## config.mk

```make
export PLATFORM = sky130hd
export DESIGN_NAME = a2d_intf
export DESIGN_NICKNAME = d
export VERILOG_FILES = /design/src/rtl/a2d_intf.sv
export SDC_FILE = /design/constraint.sdc
export NUM_CORES = 1
export LEC_CHECK = 0
export ABC_AREA = 1
export BUFFER_PORTS_ARGS = -buffer_cell sky130_fd_sc_hd__buf_4
export CAP_MARGIN = 20
export CORE_MARGIN = 2
export CORE_UTILIZATION = 50
export DETAILED_ROUTE_END_ITERATION = 6
export PLACE_DENSITY = 0.7
export SYNTH_ARGS = -nofsm -noshare
export SYNTH_HDL_FRONTEND = slang
export SYNTH_SLANG_ARGS = --single-unit
export TNS_END_PERCENT = 5
```

## constraint.sdc

```tcl
create_clock -name clk -period 9.5 [get_ports clk]
set_input_delay 1.425 -clock clk [delete_from_list [all_inputs] [get_ports clk]]
set_output_delay 1.425 -clock clk [all_outputs]
set_load 0.05 [all_outputs]
```

## src/rtl/a2d_intf.sv

```systemverilog
// a2d_intf: A2D converter sequencer in front of a 16-bit SPI master.
// Each conversion is two SPI transactions: the first sends the channel
// command (response discarded), and the second clocks back the 12-bit
// result. A conversion starts either from a manual request (strt_cnv/chnnl)
// or from a round-robin scan while scan_en is high. Results are reported on
// a one-cycle cnv_cmplt pulse and are also kept in a per-channel table.
//
// Ports:
//   clk, rst         clock; asynchronous active-high reset
//   strt_cnv, chnnl  manual conversion request (sampled only when idle)
//   scan_en          level; convert channels round-robin whenever idle
//   cnv_cmplt        one-cycle pulse: res/res_ch valid
//   res, res_ch      most recent result and its channel
//   busy             conversion in progress
//   rd_ch, rd_res    combinational read port of the result table
//   wrt, cmd         SPI master start pulse and transaction word
//   done, rd_data    SPI master completion pulse and received word
module a2d_intf #(
    parameter int unsigned NUM_CH = 8
) (
    input  logic        clk,
    input  logic        rst,
    input  logic        strt_cnv,
    input  logic [2:0]  chnnl,
    input  logic        scan_en,
    output logic        cnv_cmplt,
    output logic [11:0] res,
    output logic [2:0]  res_ch,
    output logic        busy,
    input  logic [2:0]  rd_ch,
    output logic [11:0] rd_res,
    output logic        wrt,
    output logic [15:0] cmd,
    input  logic        done,
    input  logic [15:0] rd_data
);

    typedef enum logic [2:0] {
        StIdle,
        StSend1,
        StWait1,
        StGap,
        StSend2,
        StWait2
    } state_e;

    state_e      state_q, state_d;
    logic [2:0]  cur_ch_q;
    logic        is_scan_q;
    logic [2:0]  scan_ptr_q;
    logic [11:0] res_q;
    logic [2:0]  res_ch_q;
    logic        cnv_cmplt_q;
    logic [15:0] cmd_q;
    logic [11:0] res_tbl_q [NUM_CH];

    logic        start;
    logic        start_scan;
    logic [2:0]  start_ch;
    logic        finish;

    // Upper nibble of the returned word carries no data.
    logic unused_rd_hi;
    assign unused_rd_hi = ^rd_data[15:12];

    always_comb begin
        state_d    = state_q;
        start      = 1'b0;
        start_scan = 1'b0;
        start_ch   = chnnl;
        finish     = 1'b0;
        wrt        = 1'b0;
        unique case (state_q)
            StIdle: begin
                // Manual request wins over scan in the same cycle.
                if (strt_cnv) begin
                    start    = 1'b1;
                    start_ch = chnnl;
                end else if (scan_en) begin
                    start      = 1'b1;
                    start_scan = 1'b1;
                    start_ch   = scan_ptr_q;
                end
                if (start) state_d = StSend1;
            end
            StSend1: begin
                wrt     = 1'b1;
                state_d = StWait1;
            end
            StWait1: if (done) state_d = StGap;
            // Converter turnaround between command and readback.
            StGap:   state_d = StSend2;
            StSend2: begin
                wrt     = 1'b1;
                state_d = StWait2;
            end
            StWait2: begin
                if (done) begin
                    finish  = 1'b1;
                    state_d = StIdle;
                end
            end
            default: state_d = StIdle;
        endcase
    end

    always_ff @(posedge clk or posedge rst) begin
        if (rst) begin
            state_q     <= StIdle;
            cur_ch_q    <= 3'd0;
            is_scan_q   <= 1'b0;
            scan_ptr_q  <= 3'd0;
            res_q       <= 12'h000;
            res_ch_q    <= 3'd0;
            cnv_cmplt_q <= 1'b0;
            cmd_q       <= 16'h0000;
            for (int unsigned i = 0; i < NUM_CH; i++) res_tbl_q[i] <= 12'h000;
        end else begin
            state_q     <= state_d;
            cnv_cmplt_q <= finish;
            if (start) begin
                cur_ch_q  <= start_ch;
                is_scan_q <= start_scan;
                cmd_q     <= {2'b00, start_ch, 11'h000};
            end
            if (finish) begin
                res_q    <= rd_data[11:0];
                res_ch_q <= cur_ch_q;
                // Out-of-range manual channels are reported but not stored.
                if (32'(cur_ch_q) < NUM_CH) res_tbl_q[cur_ch_q] <= rd_data[11:0];
                if (is_scan_q) begin
                    scan_ptr_q <= (32'(scan_ptr_q) == NUM_CH - 1) ? 3'd0 : scan_ptr_q + 3'd1;
                end
            end
        end
    end

    assign cnv_cmplt = cnv_cmplt_q;
    assign res       = res_q;
    assign res_ch    = res_ch_q;
    assign busy      = (state_q != StIdle);
    assign cmd       = cmd_q;
    assign rd_res    = (32'(rd_ch) < NUM_CH) ? res_tbl_q[rd_ch] : 12'h000;

endmodule

```

==> results_dict.tcl <==
set metrics [dict create \
    globalplace.congestion 0.786 \
    rsz0062_at_grt "false" \
    path_clk_slew_ps 50 \
    crit_type "in2out" \
    setup_viol 0 \
    routed_via_density 4.99 \
    core_mm2 0.0119 \
    overflow 0 \
    cts.hold.buffers_added 0 \
    cts_resized 0 \
    drv_cap 0 \
    synth_commonest_cells "nand2_1, nor2_1, dfrtp_1" \
    post_cts_buffers 0 \
    dpl.hpwl_um 8490 \
    ys_async_sr_fraction_pct 100 \
    grt_pass1_wl_um 23100 \
    die_h_um 114 \
    grt.total_usage_pct 23.4 \
    io_buffers 55 \
    drt.antenna.violating_nets 0 \
    fin_crit_ps 4490 \
    grt_max_degree 97 \
    path_buf_inv 3 \
    wirelength_um 14000 \
    cpMostUsedCell "nand2_1" \
    yosys.cell_types.count 24 \
    post-route-period-util_pct 47.2 \
    yosysTopAreaCell "dfrtp_1" \
    drive_gt1_share_pct 13.5 \
    synthCells 792 \
    cp.depth 8 \
    synth_area_mm2 0.00604 \
    synth-seq-cells 122 \
    cts.sinks 122 \
    nFillCells 1113 \
    cts_inserted_buffers 17 \
    start_kind "input port" \
    min-delay-path-class "reg2reg" \
    avgSynthCellArea_um2 7.62 \
    synth_area_leaders "dfrtp_1, nand2_1, nor2_1, inv_1, o21ai_1" \
    dieArea_mm2 0.0130 \
    synth.yosys.seq_area_share_pct 50.6 \
    total_power_w 0.00227 \
    via_count 4934 \
    antenna_found_initial 0 \
    start_util_pct 50.7 \
    ff2ff_path_depth 5 \
    setup-tns-final_ps 0 \
    finClkSkew_ps 4.10 \
    crit_chain "buf_4, inv_1, nor2_1, nand2_1, nand2_1, nand2_1, nand2_1, buf_4" \
    layout.nets 858 \
    synth_top_cell_area_share_pct 50.6 \
    status "completed" \
    critical-path-max-stage-delay_ps 750 \
    synth_flop_cell "dfrtp_1" \
    rows 40 \
    place_area_mm2 0.00634 \
    ir_worst_vdd_mv 0.201 \
    routedWlPerCell_um 14.2 \
    final_core_util_pct 58.6 \
    die_width_um 114 \
    finalHoldWorstSlack_ps 480 \
    worstPathMaxFanout 26 \
    cts_root_buffer "clkbuf_16" \
    maxSlewViolCount 0 \
    antenna_cells 0 \
    r2r-start "state_q[1]$_DFFE_PP0P_" \
    slew_headroom_pct 32.0 \
    leakage_nw 3.67 \
    area_growth_pct 15.7 \
    slowest_stage "inv_1" \
    holdPathStages 2 \
    design_area_mm2 0.00698 \
    drt_pass1_iterations 6 \
    whs_endpoint "res_tbl_q[87]$_DFFE_PP0P_" \
    num_io_pins 73 \
    clock.fmax_mhz 223 \
    grt_pass1_vias 4595 \
    yosys_warnings 0 \
    worstPathArrival_ps 3060 \
    cts_tree "done" \
    drc 0 \
    reg2reg_to "res_tbl_q[83]$_DFFE_PP0P_" \
    synth_edf_count 0 \
    timing.critical_path.to_type "output pin" \
    finalHoldViolations 0 \
    p_per_area_mw_per_mm2 325 \
    yosysMostFrequentCell "nand2_1" \
    crit_family "buffers and inverters" \
    clock_path_buffers 2 \
    cts.htree.levels 4 \
    hold_start "res_tbl_q[87]$_DFFE_PP0P_" \
    worstPathRequired_ps 8080 \
    clk_latency_ps 410 \
    worst_slew_pin_slew_ps 1020 \
    drt-initial-drc-count 405 \
    rrSetupSlack_ps 6900 \
]
==> registers in the layout, indices dropped and copies added (netlist names) <==
name / flops
res_tbl_q: 96
res: 12
cnv_cmplt: 1
scan_ptr_q: 3
cmd: 3
state_q: 3
is_scan_q: 1
res_ch: 3
==> per-layer routing <==
layer,wire length [um],up-vias,GRT usage (%)
met3,874,16,6.43
li1,-,2487,-
met5,0,-,0
met2,6350,144,36.6
met4,199,0,7.72
met1,6580,2287,31.8
==> power breakdown <==
part	internal (W)	switching, W
clock	0.000441	0.000223
sequential	0.000721	0.000124
combinational	0.000246	0.000512
total	0.00141	0.000859
==> worst max path at each step <==
| stage | startpoint | end |
|---|---|---|
| floorplan | rst | cmd[11]$_DFFE_PP0P_ |
| global placement | rd_ch[1] | rd_res[1] |
| global route | rd_ch[1] | rd_res[9] |
| detailed placement | rd_ch[1] | rd_res[1] |
| finish | rd_ch[1] | rd_res[11] |
| CTS | rd_ch[1] | rd_res[1] |
==> tightest hold or removal path, delay by kind of cell (launching register included) <==
family / cells / cell delay [ps]
AO/OA/AOI/OAI: 1 / 50
flip-flops: 1 / 340
AND/OR/NAND/NOR: 1 / 50
==> area by class of cell <==
cell class                      count  area (um^2)  share of cell area, %
Multi-Input combinational cell    552         2380                   34.1
Clock inverter                     14          178                   2.55
Clock buffer                       18          439                   6.29
Tap cell                          147          184                   2.63
Sequential cell                   122         3050                   43.7
Timing Repair Buffer               57          448                   6.42
Inverter                           79          299                   4.28
==> cells in the final DEF (no fill, tap or decap), types with 4 or more instances in the layout <==
cell type,instances
nand2_4,4
nand3_1,7
conb_1,13
o21ai_0,38
dfrtp_1,122
nand2_1,271
inv_1,77
o21ai_2,12
clkbuf_16,17
nor2_1,124
buf_4,56
a21oi_1,21
nand4_1,4
bufinv_16,4
o21ai_1,48
clkinv_2,7
==> through the flow <==
stage	setup slack [ps]	instances
floorplan	4830	804
global placement	5050	956
detailed placement	5040	956
CTS	5030	988
global route	4870	989
finish	5010	989
==> logic make-up (layout without fill, tap and decap cells) <==
logic type / Yosys count / in the layout / synth area share (%)
AND/OR/NAND/NOR: 418 / 418 / 27.6
buffers and inverters: 130 / 168 / 10.7
flip-flops: 122 / 122 / 50.6
AO/OA/AOI/OAI: 119 / 119 / 10.6
adder cells (fa/ha/maj): 2 / 2 / 0.415
other: 1 / 13 / 0.0621
(Power assumes the default switching activity.)
